`src/rtl/mmio_timer_if.sv`:
```
// Data-bus port of the memory-mapped timer: CPU-side strobes and data, timer-side read data,
// decode hit and interrupt.
interface mmio_timer_if;
    logic [7:0]  addr;
    logic [31:0] writeData;
    logic        memWrite;
    logic        memRead;
    logic [31:0] readData;
    logic        hit;
    logic        irq;

    modport master (output addr, writeData, memWrite, memRead, input readData, hit, irq);
    modport slave  (input addr, writeData, memWrite, memRead, output readData, hit, irq);
endinterface

```
`src/rtl/mmio_timer.sv`:
```
// Memory-mapped 32-bit timer: CTRL/COUNT/COMPARE/STATUS words with an 8-bit prescaler,
// compare match with auto-reload or one-shot stop, and a level interrupt.
module mmio_timer #(
    parameter logic [7:0] BASE_ADDR = 8'hF0
) (
    input  logic          clk,
    input  logic          rst,
    mmio_timer_if.slave   bus
);
    logic        en_q, en_d;
    logic        auto_q, auto_d;
    logic        irq_en_q, irq_en_d;
    logic [7:0]  presc_q, presc_d;
    logic [7:0]  pcnt_q, pcnt_d;
    logic [31:0] count_q, count_d;
    logic [31:0] compare_q, compare_d;
    logic        match_q, match_d;

    logic        wr_ctrl, wr_count, wr_compare, wr_status;
    logic        tick, match_ev;

    assign bus.hit = (bus.addr[7:2] == BASE_ADDR[7:2]);
    assign bus.irq = match_q & irq_en_q;

    assign wr_ctrl    = bus.memWrite && bus.hit && (bus.addr[1:0] == 2'd0);
    assign wr_count   = bus.memWrite && bus.hit && (bus.addr[1:0] == 2'd1);
    assign wr_compare = bus.memWrite && bus.hit && (bus.addr[1:0] == 2'd2);
    assign wr_status  = bus.memWrite && bus.hit && (bus.addr[1:0] == 2'd3);

    assign tick     = en_q && (pcnt_q == presc_q);
    assign match_ev = tick && (count_q == compare_q);

    // Read mux returns pre-write state, so a same-cycle read+write sees the old value.
    always_comb begin
        bus.readData = 32'h0;
        if (bus.memRead && bus.hit) begin
            case (bus.addr[1:0])
                2'd0: bus.readData = {16'h0, presc_q, 5'h0, irq_en_q, auto_q, en_q};
                2'd1: bus.readData = count_q;
                2'd2: bus.readData = compare_q;
                default: bus.readData = {30'h0, en_q, match_q};
            endcase
        end
    end

    always_comb begin
        en_d      = en_q;
        auto_d    = auto_q;
        irq_en_d  = irq_en_q;
        presc_d   = presc_q;
        pcnt_d    = pcnt_q;
        count_d   = count_q;
        compare_d = compare_q;
        match_d   = match_q;

        if (!en_q || tick)
            pcnt_d = 8'h0;
        else
            pcnt_d = pcnt_q + 8'd1;

        if (tick) begin
            if (match_ev) begin
                if (auto_q) count_d = 32'h0;
                else        en_d    = 1'b0;
            end else begin
                count_d = count_q + 32'd1;
            end
        end

        // Bus writes override the timer's own updates; MATCH set beats a W1C clear.
        if (wr_ctrl) begin
            en_d     = bus.writeData[0];
            auto_d   = bus.writeData[1];
            irq_en_d = bus.writeData[2];
            presc_d  = bus.writeData[15:8];
            pcnt_d   = 8'h0;
        end
        if (wr_count)   count_d   = bus.writeData;
        if (wr_compare) compare_d = bus.writeData;

        if (match_ev && !wr_count)
            match_d = 1'b1;
        else if (wr_status && bus.writeData[0])
            match_d = 1'b0;
    end

    always_ff @(posedge clk) begin
        if (rst) begin
            en_q      <= 1'b0;
            auto_q    <= 1'b0;
            irq_en_q  <= 1'b0;
            presc_q   <= 8'h0;
            pcnt_q    <= 8'h0;
            count_q   <= 32'h0;
            compare_q <= 32'hFFFF_FFFF;
            match_q   <= 1'b0;
        end else begin
            en_q      <= en_d;
            auto_q    <= auto_d;
            irq_en_q  <= irq_en_d;
            presc_q   <= presc_d;
            pcnt_q    <= pcnt_d;
            count_q   <= count_d;
            compare_q <= compare_d;
            match_q   <= match_d;
        end
    end
endmodule

```
`src/flat_wrapper.sv`:
```
// flat-port wrapper written by rule: the top's interface ports become plain ports
module mmio_timer_flat 
#(
    parameter logic [7:0] BASE_ADDR = 8'hF0
)
  (clk, rst, bus_addr, bus_writeData, bus_memWrite, bus_memRead, bus_readData, bus_hit, bus_irq);
  mmio_timer_if bus_i ();
  input  logic clk;
  input  logic rst;
  input wire logic [$bits(bus_i.addr)-1:0] bus_addr;
  input wire logic [$bits(bus_i.writeData)-1:0] bus_writeData;
  input wire logic [$bits(bus_i.memWrite)-1:0] bus_memWrite;
  input wire logic [$bits(bus_i.memRead)-1:0] bus_memRead;
  output wire logic [$bits(bus_i.readData)-1:0] bus_readData;
  output wire logic [$bits(bus_i.hit)-1:0] bus_hit;
  output wire logic [$bits(bus_i.irq)-1:0] bus_irq;
  assign bus_i.addr = bus_addr;
  assign bus_i.writeData = bus_writeData;
  assign bus_i.memWrite = bus_memWrite;
  assign bus_i.memRead = bus_memRead;
  assign bus_readData = bus_i.readData;
  assign bus_hit = bus_i.hit;
  assign bus_irq = bus_i.irq;
  mmio_timer #(.BASE_ADDR(BASE_ADDR)) u_core (.clk(clk), .rst(rst), .bus(bus_i));
endmodule
```
`config.mk`:
```
export PLATFORM = sky130hd
export DESIGN_NAME = mmio_timer_flat
export DESIGN_NICKNAME = d
export VERILOG_FILES = /design/src/rtl/mmio_timer_if.sv /design/src/rtl/mmio_timer.sv /design/src/flat_wrapper.sv
export SDC_FILE = /design/constraint.sdc
export NUM_CORES = 1
export LEC_CHECK = 0
export BUFFER_PORTS_ARGS = -buffer_cell sky130_fd_sc_hd__buf_2
export CAP_MARGIN = 5
export CORE_ASPECT_RATIO = 1.5
export CORE_MARGIN = 10
export CORE_UTILIZATION = 52
export CTS_CLUSTER_DIAMETER = 150
export DETAILED_ROUTE_END_ITERATION = 8
export GPL_ROUTABILITY_DRIVEN = 0
export PLACE_DENSITY = 0.81
export SLEW_MARGIN = 20
export SYNTH_ARGS = -nofsm -noshare
export SYNTH_HDL_FRONTEND = slang
export SYNTH_SLANG_ARGS = --single-unit
```
`constraint.sdc`:
```
create_clock -name clk -period 2.3 [get_ports clk]
set_input_delay 0.46 -clock clk [delete_from_list [all_inputs] [get_ports clk]]
set_output_delay 0.46 -clock clk [all_outputs]
set_load 0.05 [all_outputs]
```
==> results.md <==
- CP Capture Point: u_core.count_q[25]$_SDFFE_PP0P_
- Final ANT Viol Nets: 0
- Post-Layout Inst Area: 6710 um^2
- Fmax: 0.440 GHz
- Hold depth: 3
- Pre-CTS WS: -0.0649 ns
- H-tree depth: 3
- Synth cell types: 64
- Reg-to-Reg Start: u_core.count_q[17]$_SDFFE_PP0P_
- Reg2reg setup slack: 0.03 ns
- Input/output buffers: 77
- Vias in the first global route: 5801
- Clk buf depth: 2
- Die height: 142 um
- Crit-path max cell delay: 0.61 ns
- Slew Viols, Final: 0
- Avg Cell Area, Syn: 7.58 um^2
- Routed len/inst: 21.1 um
- Fin nets: 831
- Cts-stage hold buffer count: 0
- IO Count: 78
- Synthesized area: 5180 um^2
- CP endpoint kind: flip-flop
- # DRC: 0
- Post-synthesis share of cell area spent on xor and xnor gates: 8.46%
- Rows: 44
- Synth top area share: 32.5%
- Vias: 5894
- Routed WL: 19.1 mm
- Vias per cell: 6.51
- Area growth, synth to finish: 29.6%
- Setup WS post-layout: 0.0292 ns
- Top_reg_cell synth: dfxtp_1
- Worst EP arrival: 2.55 ns
- Critical path launch point type: flip-flop
- First-pass GRT wire length: 29.9 mm
- Synth warn: 0
- Sequential fraction of the synthesis area: 32.5%
- Post-Syn Nets: 729
- Outcome: finished clean
- Synth top area cells: dfxtp_1 32%, xor2_1 8.0%, nand2_1 7.3%, nand3_1 5.7%, nor2_1 4.7%
- Worst Hold Class: input port to flip-flop
- Top post-synthesis cells by count: 101 x nand2_1, 84 x dfxtp_1, 65 x nor2_1
- Total track usage: 26.0%
- Number of antenna violations at the first check in global routing: 0
- CP max FO: 6
- Hold Vio Cnt, Final: 0
- DRT Pass-1 Iters: 5
- Core Region: 9690 um^2
- Mux cell area share after synthesis: 3.77%
- Leakage: 2.77 nW
- Min Clock Period, post-route: 2.27 ns
- CP max-delay cell: or4_4
- EDFF count, synth: 0
- Grt total ovfl: 0
- Max Cap Viol: 0
- Die width: 101 um
- P per Cell Area: 497 nW/um^2
- Most common cell in the netlist: nand2_1
- Slew @ Worst Pin: 0.445 ns
- Largest family of logic cells by synthesized area: simple AND/OR/NAND/NOR gates
- Adder-Cell Fraction of Synth Area: 0.483%
- Unrepaired setup endpoints after global routing: no
- Initial Utilization: 53.4%
- Share of post-route cells with drive strength above 1: 29.4%
- Critical Path RT: 2.58 ns
- Worst skew pair latency: 0.36 ns
- Clock transition at path regs: 0.07 ns
- Asr flop ratio synth: 0%
- Worst VDD drop: 0.445 mV
- Leading area contributor after synthesis: dfxtp_1
- Placed cell area: 6310 um^2
- Post-DP HPWL: 14.3 mm
- Setup violators final: 0
- R2R cell count: 6
- Compound-Gate Fraction of Synth Area: 19.2%
- Crit-path cells: inv_1 -> or4_4 -> o41a_1 -> a31o_1 -> a22o_1 -> a221oi_2
- Post-synthesis cell count: 683
- Ant diodes: 0
- Crit path kind: flip-flop to flip-flop
- Skew final: 0.0146 ns
- Post-CTS setup buffer count: 0
- Largest net degree at the start of global routing: 34
- Post-Synth Simple-Gate Area: 28.9%
- Fin crit share: 98.7%
- TritonCTS Sinks: 84
- Worst relative slew slack: 70.1%
- R2r endpoint: u_core.count_q[25]$_SDFFE_PP0P_
- CTS buffer count: 9
- Worst Setup SP: u_core.count_q[17]$_SDFFE_PP0P_
- CTS tree: yes
- Initial drt markers: 676
- Seq cells post-synth: 84
- Die area: 14400 um^2
- Root Buffer: clkbuf_16
worst min path at each step:
stage / from / endpoint / slack (ns)
finish: bus_writeData[27] / u_core.compare_q[27]$_SDFFE_PP1P_ / 0.34
global route: bus_writeData[7] / u_core.compare_q[7]$_SDFFE_PP1P_ / 0.35
CTS: bus_writeData[5] / u_core.compare_q[5]$_SDFFE_PP1P_ / 0.33
detailed placement: u_core.pcnt_q[0]$_SDFF_PP0_ / u_core.pcnt_q[0]$_SDFF_PP0_ / 0.47
global placement: u_core.pcnt_q[0]$_SDFF_PP0_ / u_core.pcnt_q[0]$_SDFF_PP0_ / 0.46
floorplan: u_core.pcnt_q[0]$_SDFF_PP0_ / u_core.pcnt_q[0]$_SDFF_PP0_ / 0.44
cell usage in the layout, fill, tap and decap left out, types with 8 or more instances in the layout:
master     netlist  layout
nor4_1          19      12
o211ai_1         8       8
inv_1            8       8
clkbuf_16        0       9
a22oi_1         21      21
o21ai_0         28      27
nand2_1        101     100
o21ai_1          7       8
buf_4            1      71
o41a_1           9       9
nand4_1         15      15
dfxtp_1         84      78
a21oi_1         36      36
buf_2           17      76
mux2i_1         15      15
nor2_1          65      34
xor2_1          47      47
nand3_1         59      58
nor2_4           0      30
routing by layer:
layer	track usage [%]	routed length, um	vias up
li1	-	-	2655
met1	28.4	6650	2707
met2	42.3	8980	418
met3	6.42	1950	114
met4	19.1	1500	0
met5	0	0	-
report_power, final:
part / total (mW) / internal, mW / switching (mW)
clock network: 1.48 / 0.845 / 0.639
logic: 0.348 / 0.137 / 0.211
registers: 1.50 / 1.48 / 0.0234
sequential cells by signal, indices dropped and copies added (netlist names):
| signal | flops |
|---|---|
| u_core.presc_q | 8 |
| u_core.match_q | 1 |
| u_core.compare_q | 32 |
| u_core.auto_q | 1 |
| u_core.pcnt_q | 8 |
| u_core.en_q | 1 |
| u_core.irq_en_q | 1 |
| u_core.count_q | 32 |
cell families after synthesis:
kind of cell | Yosys count
adder cells (fa/ha/maj) | 2
buffers and inverters | 74
AO/OA/AOI/OAI | 146
AND/OR/NAND/NOR | 310
XOR/XNOR | 50
multiplexers | 17
flip-flops | 84
critical path, delay by kind of cell, from the launching register on:
| kind | cells | cell delay, ns |
|---|---|---|
| DFF | 1 | 0.44 |
| and+or+nand+nor | 1 | 0.61 |
| buffers and inverters | 1 | 0.14 |
| AOI/OAI and AO/OA | 4 | 1.01 |
repair_timing:
action                     CTS  global route
pin swaps                    0             3
setup endpoints to repair   19            49
resized for setup            7            20
metrics by stage:
stage	hold WS, ns	setup TNS [ns]	power (mW)	util (%)	cells
after floorplan	0.436	0	1.71	-	683
after global placement	0.457	0	1.85	65.1	889
after detailed placement	0.472	-0.715	1.86	65.1	889
after CTS	0.327	0	3.32	68.4	905
after global routing	0.350	0	3.41	69.2	905
final	0.337	0	3.33	69.2	905
cell type report:
type / count / area [um^2]
inverter: 9 / 33.8
tap: 115 / 144
multi-input combinational: 525 / 3470
clock buffer: 9 / 225
clock inverter: 7 / 75.1
timing repair buffer: 156 / 1070
fill: 756 / 2980
sequential: 84 / 1690
Note: power is estimated with default switching activity, not from simulation.
